--- config.mk ---
export PLATFORM = sky130hd
export DESIGN_NAME = miriscv_mult_iter_flat
export DESIGN_NICKNAME = d
export VERILOG_FILES = /design/src/rtl/miriscv_mult_pkg.sv /design/src/rtl/miriscv_mult_iter_if.sv /design/src/rtl/miriscv_mult_step.sv /design/src/rtl/miriscv_mult_iter.sv /design/src/flat_wrapper.sv
export SDC_FILE = /design/constraint.sdc
export NUM_CORES = 1
export LEC_CHECK = 0
export CAP_MARGIN = 20
export CORE_MARGIN = 5
export CORE_UTILIZATION = 26
export CTS_CLUSTER_DIAMETER = 200
export CTS_CLUSTER_SIZE = 12
export DETAILED_ROUTE_END_ITERATION = 16
export DONT_BUFFER_PORTS = 1
export GPL_TIMING_DRIVEN = 0
export SLEW_MARGIN = 30
export SYNTH_ARGS = -nofsm -noshare
export SYNTH_HDL_FRONTEND = slang
export SYNTH_SLANG_ARGS = --single-unit
--- constraint.sdc ---
create_clock -name clk_i -period 7.4 [get_ports clk_i]
set_input_delay 0.74 -clock clk_i [delete_from_list [all_inputs] [get_ports clk_i]]
set_output_delay 0.74 -clock clk_i [all_outputs]
set_load 0.02 [all_outputs]
--- src/rtl/miriscv_mult_pkg.sv ---
// Shared types and constants for the iterative MDU multiplier.
package miriscv_mult_pkg;

  localparam int unsigned MULT_W     = 33;
  localparam int unsigned MULT_RES_W = 64;

  typedef enum logic [1:0] {
    MULT_IDLE,
    MULT_CALC,
    MULT_FIX,
    MULT_DONE
  } mult_state_e;

  // CALC cycles needed to retire all 32 magnitude bits at bpc bits per cycle.
  function automatic int unsigned mult_iter(input int unsigned bpc);
    return 32 / bpc;
  endfunction

endpackage

--- src/rtl/miriscv_mult_iter_if.sv ---
// MDU <-> multiplier request/response bundle.
interface miriscv_mult_iter_if;
  import miriscv_mult_pkg::*;

  logic                  req_i;
  logic [MULT_W-1:0]     a_i;
  logic [MULT_W-1:0]     b_i;
  logic                  zero_i;
  logic                  kill_i;
  logic [MULT_RES_W-1:0] result_o;
  logic                  rdy_o;

  modport master (
    output req_i, a_i, b_i, zero_i, kill_i,
    input  result_o, rdy_o
  );

  modport slave (
    input  req_i, a_i, b_i, zero_i, kill_i,
    output result_o, rdy_o
  );

endinterface

--- src/rtl/miriscv_mult_step.sv ---
// One shift-and-add step: folds BPC multiplier bits into the 64-bit accumulator.
module miriscv_mult_step
  import miriscv_mult_pkg::*;
#(
  parameter int unsigned BPC = 2
) (
  input  logic [MULT_RES_W-1:0] acc_i,
  input  logic [31:0]           mag_a_i,
  input  logic [BPC-1:0]        chunk_i,
  input  logic [5:0]            shift_i,
  output logic [MULT_RES_W-1:0] acc_o
);

  logic [MULT_RES_W-1:0] partial;

  always_comb begin
    partial = MULT_RES_W'(mag_a_i) * MULT_RES_W'(chunk_i);
    acc_o   = acc_i + (partial << shift_i);
  end

endmodule

--- src/rtl/miriscv_mult_iter.sv ---
// Iterative signed 33x33 multiplier: unsigned magnitude product over 32/BPC
// cycles, sign fix-up, then a one-cycle result strobe. Zero operands bypass.
module miriscv_mult_iter
  import miriscv_mult_pkg::*;
#(
  parameter int unsigned BPC = 2
) (
  input logic                 clk_i,
  input logic                 arstn_i,
  miriscv_mult_iter_if.slave  bus
);

  localparam int unsigned ITER = mult_iter(BPC);
  localparam int unsigned CntW = 5;

  mult_state_e           state_q, state_d;
  logic [31:0]           mag_a_q, mag_a_d;
  logic [31:0]           mag_b_q, mag_b_d;
  logic                  neg_q, neg_d;
  logic [MULT_RES_W-1:0] acc_q, acc_d;
  logic [CntW-1:0]       cnt_q, cnt_d;
  logic [MULT_RES_W-1:0] res_q, res_d;

  logic [31:0]           mag_a_in, mag_b_in;
  logic [MULT_RES_W-1:0] acc_step;
  logic [5:0]            shift;
  logic                  abort;
  logic                  rdy;
  logic [MULT_RES_W-1:0] result;

  // Legal operands never reach -2^32, so the low 32 bits of |x| are exact.
  assign mag_a_in = bus.a_i[MULT_W-1] ? (~bus.a_i[31:0] + 32'd1) : bus.a_i[31:0];
  assign mag_b_in = bus.b_i[MULT_W-1] ? (~bus.b_i[31:0] + 32'd1) : bus.b_i[31:0];
  assign shift    = 6'(cnt_q * BPC);
  assign abort    = bus.kill_i | ~bus.req_i;

  miriscv_mult_step #(
    .BPC (BPC)
  ) u_step (
    .acc_i   (acc_q),
    .mag_a_i (mag_a_q),
    .chunk_i (mag_b_q[BPC-1:0]),
    .shift_i (shift),
    .acc_o   (acc_step)
  );

  always_comb begin
    state_d = state_q;
    mag_a_d = mag_a_q;
    mag_b_d = mag_b_q;
    neg_d   = neg_q;
    acc_d   = acc_q;
    cnt_d   = cnt_q;
    res_d   = res_q;
    rdy     = 1'b0;
    result  = res_q;

    case (state_q)
      MULT_IDLE: begin
        if (bus.req_i && !bus.kill_i) begin
          if (bus.zero_i) begin
            rdy    = 1'b1;
            result = '0;
            res_d  = '0;
          end else begin
            mag_a_d = mag_a_in;
            mag_b_d = mag_b_in;
            neg_d   = bus.a_i[MULT_W-1] ^ bus.b_i[MULT_W-1];
            acc_d   = '0;
            cnt_d   = '0;
            state_d = MULT_CALC;
          end
        end
      end
      MULT_CALC: begin
        if (abort) begin
          state_d = MULT_IDLE;
        end else begin
          acc_d   = acc_step;
          mag_b_d = mag_b_q >> BPC;
          cnt_d   = cnt_q + 1'b1;
          if (cnt_q == CntW'(ITER - 1)) begin
            state_d = MULT_FIX;
          end
        end
      end
      MULT_FIX: begin
        if (abort) begin
          state_d = MULT_IDLE;
        end else begin
          res_d   = neg_q ? (~acc_q + 64'd1) : acc_q;
          state_d = MULT_DONE;
        end
      end
      MULT_DONE: begin
        state_d = MULT_IDLE;
        rdy     = ~abort;
      end
      default: begin
        state_d = MULT_IDLE;
      end
    endcase
  end

  always_ff @(posedge clk_i or negedge arstn_i) begin
    if (!arstn_i) begin
      state_q <= MULT_IDLE;
      mag_a_q <= '0;
      mag_b_q <= '0;
      neg_q   <= 1'b0;
      acc_q   <= '0;
      cnt_q   <= '0;
      res_q   <= '0;
    end else begin
      state_q <= state_d;
      mag_a_q <= mag_a_d;
      mag_b_q <= mag_b_d;
      neg_q   <= neg_d;
      acc_q   <= acc_d;
      cnt_q   <= cnt_d;
      res_q   <= res_d;
    end
  end

  assign bus.rdy_o    = rdy;
  assign bus.result_o = result;

endmodule
--- src/flat_wrapper.sv ---
// flat-port wrapper written by rule: the top's interface ports become plain ports
module miriscv_mult_iter_flat import miriscv_mult_pkg::*;
#(
  parameter int unsigned BPC = 2
)
  (clk_i, arstn_i, bus_req_i, bus_a_i, bus_b_i, bus_zero_i, bus_kill_i, bus_result_o, bus_rdy_o);
  miriscv_mult_iter_if bus_i ();
  input logic clk_i;
  input logic arstn_i;
  input wire logic [$bits(bus_i.req_i)-1:0] bus_req_i;
  input wire logic [$bits(bus_i.a_i)-1:0] bus_a_i;
  input wire logic [$bits(bus_i.b_i)-1:0] bus_b_i;
  input wire logic [$bits(bus_i.zero_i)-1:0] bus_zero_i;
  input wire logic [$bits(bus_i.kill_i)-1:0] bus_kill_i;
  output wire logic [$bits(bus_i.result_o)-1:0] bus_result_o;
  output wire logic [$bits(bus_i.rdy_o)-1:0] bus_rdy_o;
  assign bus_i.req_i = bus_req_i;
  assign bus_i.a_i = bus_a_i;
  assign bus_i.b_i = bus_b_i;
  assign bus_i.zero_i = bus_zero_i;
  assign bus_i.kill_i = bus_kill_i;
  assign bus_result_o = bus_i.result_o;
  assign bus_rdy_o = bus_i.rdy_o;
  miriscv_mult_iter #(.BPC(BPC)) u_core (.clk_i(clk_i), .arstn_i(arstn_i), .bus(bus_i));
endmodule
# --- Word-level counts from Yosys, hierarchy flattened ---
# Cells that the tools add are included.
totals:
  regBits: 200
  input_bits: 71
  output_inout_bits: 65
classes:
  add_sub_neg: 5
  mul: 1
  n_eq_ne: 9
  n_shift: 1
  n_mux: 29
  n_bitwise: 8
  n_reduce_logical: 9
ops:
  columns: ["cell", "count"]
  rows:
  - ["64-bit two-way mux", 8]
  - ["64-bit case mux with 2 select lines", 2]
  - ["32-bit two-way mux", 5]
  - ["32-bit by 1-bit adder with 32-bit output (second input constant)", 2]
  - ["64-bit by 1-bit adder with 64-bit output (second input constant)", 1]
  - ["64-bit adder", 1]
  - ["32-bit inverter", 2]
  - ["64-bit inverter", 1]
  - ["32-bit case mux with 2 select lines", 1]
  - ["34-bit by 6-bit left shift with 64-bit output", 1]
  - ["32-bit by 2-bit multiplier with 34-bit output", 1]
  - ["5-bit two-way mux", 3]
  - ["2-bit two-way mux", 5]
  - ["5-bit case mux with 2 select lines", 1]
  - ["2-bit case mux with 4 select lines", 1]
  - ["2-bit inequality test (second input constant)", 3]
  - ["3-bit AND reduction", 2]
  - ["5-bit by 1-bit adder with 5-bit output (second input constant)", 1]
  - ["5-bit by 4-bit equality test with 1-bit output (second input constant)", 1]
  - ["2-bit equality test (second input constant)", 2]
  - ["4-bit AND reduction", 1]
  - ["2-bit nonzero test", 2]
  - ["3-bit by 1-bit inequality test with 1-bit output (second input constant)", 1]
  - ["1-bit inverter", 3]
  - ["other kinds (10)", 11]

# --- Longest topological paths before layout ---
logic_depth:
  word_depth: 6
  ltp_mapped: 29

# --- By module ---
# From an unflattened synthesis, not the netlist that was laid out.
hier_totals:
  hier_cells: 2577
  hier_area_um2: 20030.5
modules_own_cells:
  columns: ["module", "instances", "cells_per_inst", "area_each_um2"]
  rows:
  - ["miriscv_mult_iter", 1, 1261, 10996.8]
  - ["miriscv_mult_step", 1, 1316, 9033.7]

# --- Least setup slack after synthesis ---
# No wires, ideal clock.
synth_path:
  path_type: "reg-to-reg"
  from: "register u_core.mag_b_q[0]"
  to: "register u_core.acc_q[51]"
  setup_ns: 0.133
  t_arrival_ns: 6.022
  required_time_ns: 7.267
  path_slack_ns: 1.245
  stages_incl_launch_ff: 29
  n_path_buf: 1
  period_less_slack_ns: 6.155
  cell_sequence: "dfrtp_1 clkbuf_1 and2_1 ha_1 inv_1 fa_1 nor2b_1 o21ai_0 a211oi_1 o21ba_2 o211ai_1 nor2b_1 xnor2_1 mux4_2 mux2_2 nor2_1 nor3_1 ha_1 inv_1 o21bai_1 a21o_1 a221o_1 a21oi_1 a31oi_1 a221oi_1 o21ai_0 o41ai_1 xor2_1 o21ai_0"
synth_via:
  elab_chain_cells: 5
synth_rtl:
  columns: ["element", "line_no", "source"]
  rows:
  - ["start: declaration", "miriscv_mult_iter.sv:18", "logic [31:0] mag_b_q, mag_b_d;"]
  - ["start signal: assignment", "miriscv_mult_iter.sv:117", "mag_b_q <= mag_b_d;"]
  - ["32-bit by 2-bit multiplier with 34-bit output", "miriscv_mult_step.sv:17", "partial = MULT_RES_W'(mag_a_i) * MULT_RES_W'(chunk_i);"]
  - ["34-bit by 6-bit left shift with 64-bit output", "miriscv_mult_step.sv:18", "acc_o = acc_i + (partial << shift_i);"]
  - ["64-bit adder", "miriscv_mult_step.sv:18", null]
  - ["64-bit two-way mux", "miriscv_mult_iter.sv:76", "if (abort) begin"]
  - ["64-bit case mux with 2 select lines", "miriscv_mult_iter.sv:58", "case (state_q)"]
  - ["end signal: assignment", "miriscv_mult_iter.sv:111", "acc_q <= '0;"]
  - ["end signal: assignment", "miriscv_mult_iter.sv:119", "acc_q <= acc_d;"]
  - ["end: declaration", "miriscv_mult_iter.sv:20", "logic [MULT_RES_W-1:0] acc_q, acc_d;"]
# No other way between the ends. The select of a mux whose other input is x is not followed.
# A chain may end at the register's enable or synchronous reset.

# --- Final worst setup path ---
layout_path:
  from: "register u_core.mag_b_q[1]"
  to: "register u_core.acc_q[63]"
# The elaborated chain is that of the path after synthesis.

==> summary.txt <==
Synth
  • Net count after synthesis: 2,585
  • Yosys Warn Count: 0
  • Number of flops mapped to enable cells by yosys: 0
  • Post-synthesis register bit count: 200
  • Sequential share of the synthesized area: 0.267
  • Average cell area after synthesis: 7.79 um^2
  • Mapped Cells: about 2,400
  • Synth unique cells: 81
  • Flip-flop cell with the highest count after synthesis: dfrtp_1
  • Netlist Area Pre-Place: 18,800 um^2
  • Async set-reset flop share out of synthesis: 1.00

Cells and area
  • Final Util: 0.292
  • Post-layout net count: ~2,600
  • Fill cell instance count of the final layout: 7,787
  • Layout cell share with drive strength beyond 1: 0.0561
  • Signed area change from the synthesized netlist to the final layout: 11.1%
  • Final standard cell area without fillers: 20,800 um^2

Timing
  • Count of final hold-check violations: 0
  • Period Utilization, post-route: 0.957
  • Final setup violation count: 0
  • Min Clock Period, post-route: 7080 ps
  • F_max: 141 MHz
  • Post-Route Skew: 18.9 ps
  • Number of slew-limit violations in the final report: 0
  • Worst slew margin relative to its limit: 0.340
  • Worst slew pin tran: 990 ps
  • WHS: 148 ps
  • RSZ-0062 raised after global routing: false

Pwr
  • Sw Pwr: 4030 uW
  • Leakage dissipation: between 0.009 and 0.01 uW
  • Clock network fraction of design power: 0.134
  • Internal: 3610 uW
  • Power per Cell Area: 366 nW/um^2
  • Max VDD drop: 155 uV
  • Gate power share: 0.650
  • Seq pwr share: 0.216
  • PnR Total Power: 7640 uW
  • Switching fraction of total power: 0.527

Detailed routing
  • Antenna Nets Post-Route: 0
  • Total length of routed wires: 66.3 mm
  • Routed len/inst: 19.5 um
  • Number of vias per cell: around 5.3
  • Number of DRC violations after detailed-routing iteration 0: 1,691
  • Via total after detailed routing: 18,000
  • DRC errors left: 0
  • Drt pass-1 iters: 8

Die
  • # IOs: 136
  • Core Footprint: 71,500 um^2
  • Initial core utilization: 0.262
  • Floorplan row count: 98
  • Die Span Y: 279 um
  • Overall die area: 77,600 um^2
  • Die outline width: 279 um

GRT
  • Initial antenna violation count: 0
  • First-pass GRT wire length: 103 mm
  • Overall global routing resource usage: 0.165
  • Maximum number of pins on one net before global-route repair: 201
  • Total grt overflow: 0
  • Number of global-route vias before repair: 17,100

Critical path
  • WP data required: between 7000 and 8000 ps
  • Arrival time of data at the critical path endpoint: 7510 ps
  • Max Fanout on Critical Path: 10
  • Category of the worst setup path capture point: register
  • Setup Crit Path Kind: register to register
  • Crit path launch type: register
  • Number of cells on the worst reg-to-reg path: 27

Run status
  • Status: finished, final reports clean

Placement
  • Total half-perimeter wirelength after legalization and detailed placement: 52.6 mm
  • Post-placement cell area: 20,000 um^2
  • Quantity of I/O buffers inserted on ports: 0
  • Placer's final routability congestion estimate: ~1

Clock network
  • Htree depth: 4
  • Clock latency of the later-clocked register in the worst-skew pair: roughly 510 ps
  • Clock Path Buffers: 2
  • Clock edge transition at the registers on the reported setup and hold paths: roughly 80 ps
  • Number of buffers inserted during clock tree synthesis: 17
  • CTS sink cnt: 200
  • Clock tree from TritonCTS: done
  • Clock tree root driver cell: clkbuf_16

Hold path
  • Kind of path behind the tightest hold check: primary input to async pin

Flow run
  • Number of max-cap violations: 0
## timing repair
item,in CTS,in global routing
resized for setup,13,49
endpoints found under the setup margin,20,20
setup buffers,0,6
endpoints found under the hold margin,200,0
pin swaps,0,5
hold buffers,1,0
## cell usage after synthesis (14+ instances only)
| cell | number | share of area |
|---|---|---|
| a211oi_1 | 22 | 0.0088 |
| a21o_1 | 66 | 0.026 |
| a21oi_1 | 149 | 0.040 |
| and2_1 | 143 | 0.048 |
| buf_1 | 20 | 0.0040 |
| clkbuf_1 | 127 | 0.025 |
| dfrtp_1 | 200 | 0.27 |
| ha_1 | 104 | 0.069 |
| inv_1 | 45 | 0.0090 |
| mux2i_1 | 47 | 0.025 |
| nand2_1 | 293 | 0.059 |
| nand2b_1 | 18 | 0.0060 |
| nand3_1 | 81 | 0.022 |
| nand4_1 | 28 | 0.0093 |
| nor2_1 | 146 | 0.029 |
| nor3_1 | 35 | 0.0093 |
| nor4_1 | 14 | 0.0047 |
| o21a_1 | 16 | 0.0064 |
| o21ai_0 | 294 | 0.078 |
| o21bai_1 | 20 | 0.0080 |
| o31ai_1 | 42 | 0.017 |
| o41ai_1 | 19 | 0.0089 |
| or3_1 | 20 | 0.0067 |
| or4_1 | 20 | 0.0080 |
| xnor2_1 | 62 | 0.029 |
| xor2_1 | 152 | 0.071 |
## logic make-up (layout without fill, tap and decap cells)
kind of cell,count (synthesis),after routing,synth area share
xor+xnor,214,214,0.0999
mux,64,64,0.0377
simple gates,858,858,0.225
fa+ha+maj,106,106,0.0715
other cells,0,1,0
buf+inv,194,227,0.0388
compound gates,772,772,0.260
flops,200,200,0.267
## final timing paths
| path | from | end | slack, ps |
|---|---|---|---|
| worst max-delay path | u_core.mag_b_q[1]$_DFFE_PN0P_ | u_core.acc_q[63]$_DFFE_PN0P_ | 320 |
| worst min-delay path | arstn_i | u_core.res_q[50]$_DFFE_PN0P_ | 150 |
| worst max register to register | u_core.mag_b_q[1]$_DFFE_PN0P_ | u_core.acc_q[63]$_DFFE_PN0P_ | 320 |
| worst min register to register | u_core.mag_b_q[20]$_DFFE_PN0P_ | u_core.mag_b_q[20]$_DFFE_PN0P_ | 490 |
| max in group asynchronous | arstn_i | u_core.mag_b_q[1]$_DFFE_PN0P_ | 6270 |
| min in group clk_i | bus_b_i[0] | u_core.mag_b_q[0]$_DFFE_PN0P_ | 390 |
## worst max-delay path: stages, from the launching register on
cell and delay [ps]:
dfrtp_2 500, clkbuf_2 200, and2_1 160, ha_1 280, clkbuf_1 240, a21o_1 220
a21o_1 170, a221o_1 360, a211o_1 400, a221oi_4 410, a211o_1 220, xor2_2 90
mux2i_2 270, mux2i_1 120, mux2_2 350, a211oi_2 320, ha_1 280, clkbuf_1 180
and3_1 280, a221o_1 300, a21o_1 200, a22oi_2 290, a21oi_2 150, a41o_1 280
a31oi_1 260, nor3_1 90, o31a_1 250, mux2i_1 120
## registers in the layout (all words and copies together) (netlist names)
register / cells
u_core.acc_q: 64
u_core.cnt_q: 5
u_core.mag_a_q: 32
u_core.mag_b_q: 32
u_core.neg_q: 1
u_core.res_q: 64
u_core.state_q: 2
## area by class of cell
| class | instances | area, um^2 | area share |
|---|---|---|---|
| antenna | 1 | 2.50 | 0.000120 |
| buffer | 140 | 537 | 0.0258 |
| clock buffer | 18 | 439 | 0.0211 |
| clock inverter | 14 | 179 | 0.00859 |
| inverter | 47 | 176 | 0.00847 |
| multi-input combinational | 2014 | 13200 | 0.634 |
| sequential | 200 | 5010 | 0.240 |
| tap | 950 | 1190 | 0.0570 |
| timing repair buffer | 8 | 100 | 0.00480 |
## cell usage in the layout, fill, tap and decap left out, types with 18 or more instances in the layout
cell type,count
nand2_1,293
nor2_1,146
clkbuf_1,112
inv_1,45
a21o_1,66
xnor2_1,62
buf_1,19
dfrtp_1,198
ha_1,101
mux2i_1,44
nand2b_1,18
nand3_1,81
nand4_1,28
o31ai_1,42
and2_1,143
o21bai_1,20
o21ai_0,282
xor2_1,150
or4_1,20
a21oi_1,147
nor3_1,31
or3_1,20
## through the flow
stage / worst slack (ps) / setup TNS, ps / std cells
finish: 320 / 0 / 3392
global route: 10.6 / 0 / 3391
CTS: -5.88 / -5.88 / 3391
detailed placement: -762 / -6610 / 3358
global placement: -743 / -6740 / 3358
floorplan: 1240 / 0 / 2408
## power by group through the flow
| stage | sequential, uW | combinational (uW) | clock (uW) |
|---|---|---|---|
| after floorplan | 1540 | 3460 | 0 |
| after global placement | 1660 | 4740 | 0 |
| after detailed placement | 1660 | 4750 | 0 |
| after CTS | 1640 | 4820 | 1050 |
| after global routing | 1680 | 5440 | 1080 |
| final | 1650 | 4960 | 1020 |
## layer usage
layer  share of wire  up-vias  track usage
met3           0.064       70       0.0309
met2            0.45      531        0.262
met5               0        -            0
met1            0.46     8662        0.233
met4           0.020        0       0.0422
li1                -     8736            -
No activity file was read; power rests on OpenSTA's default activity.
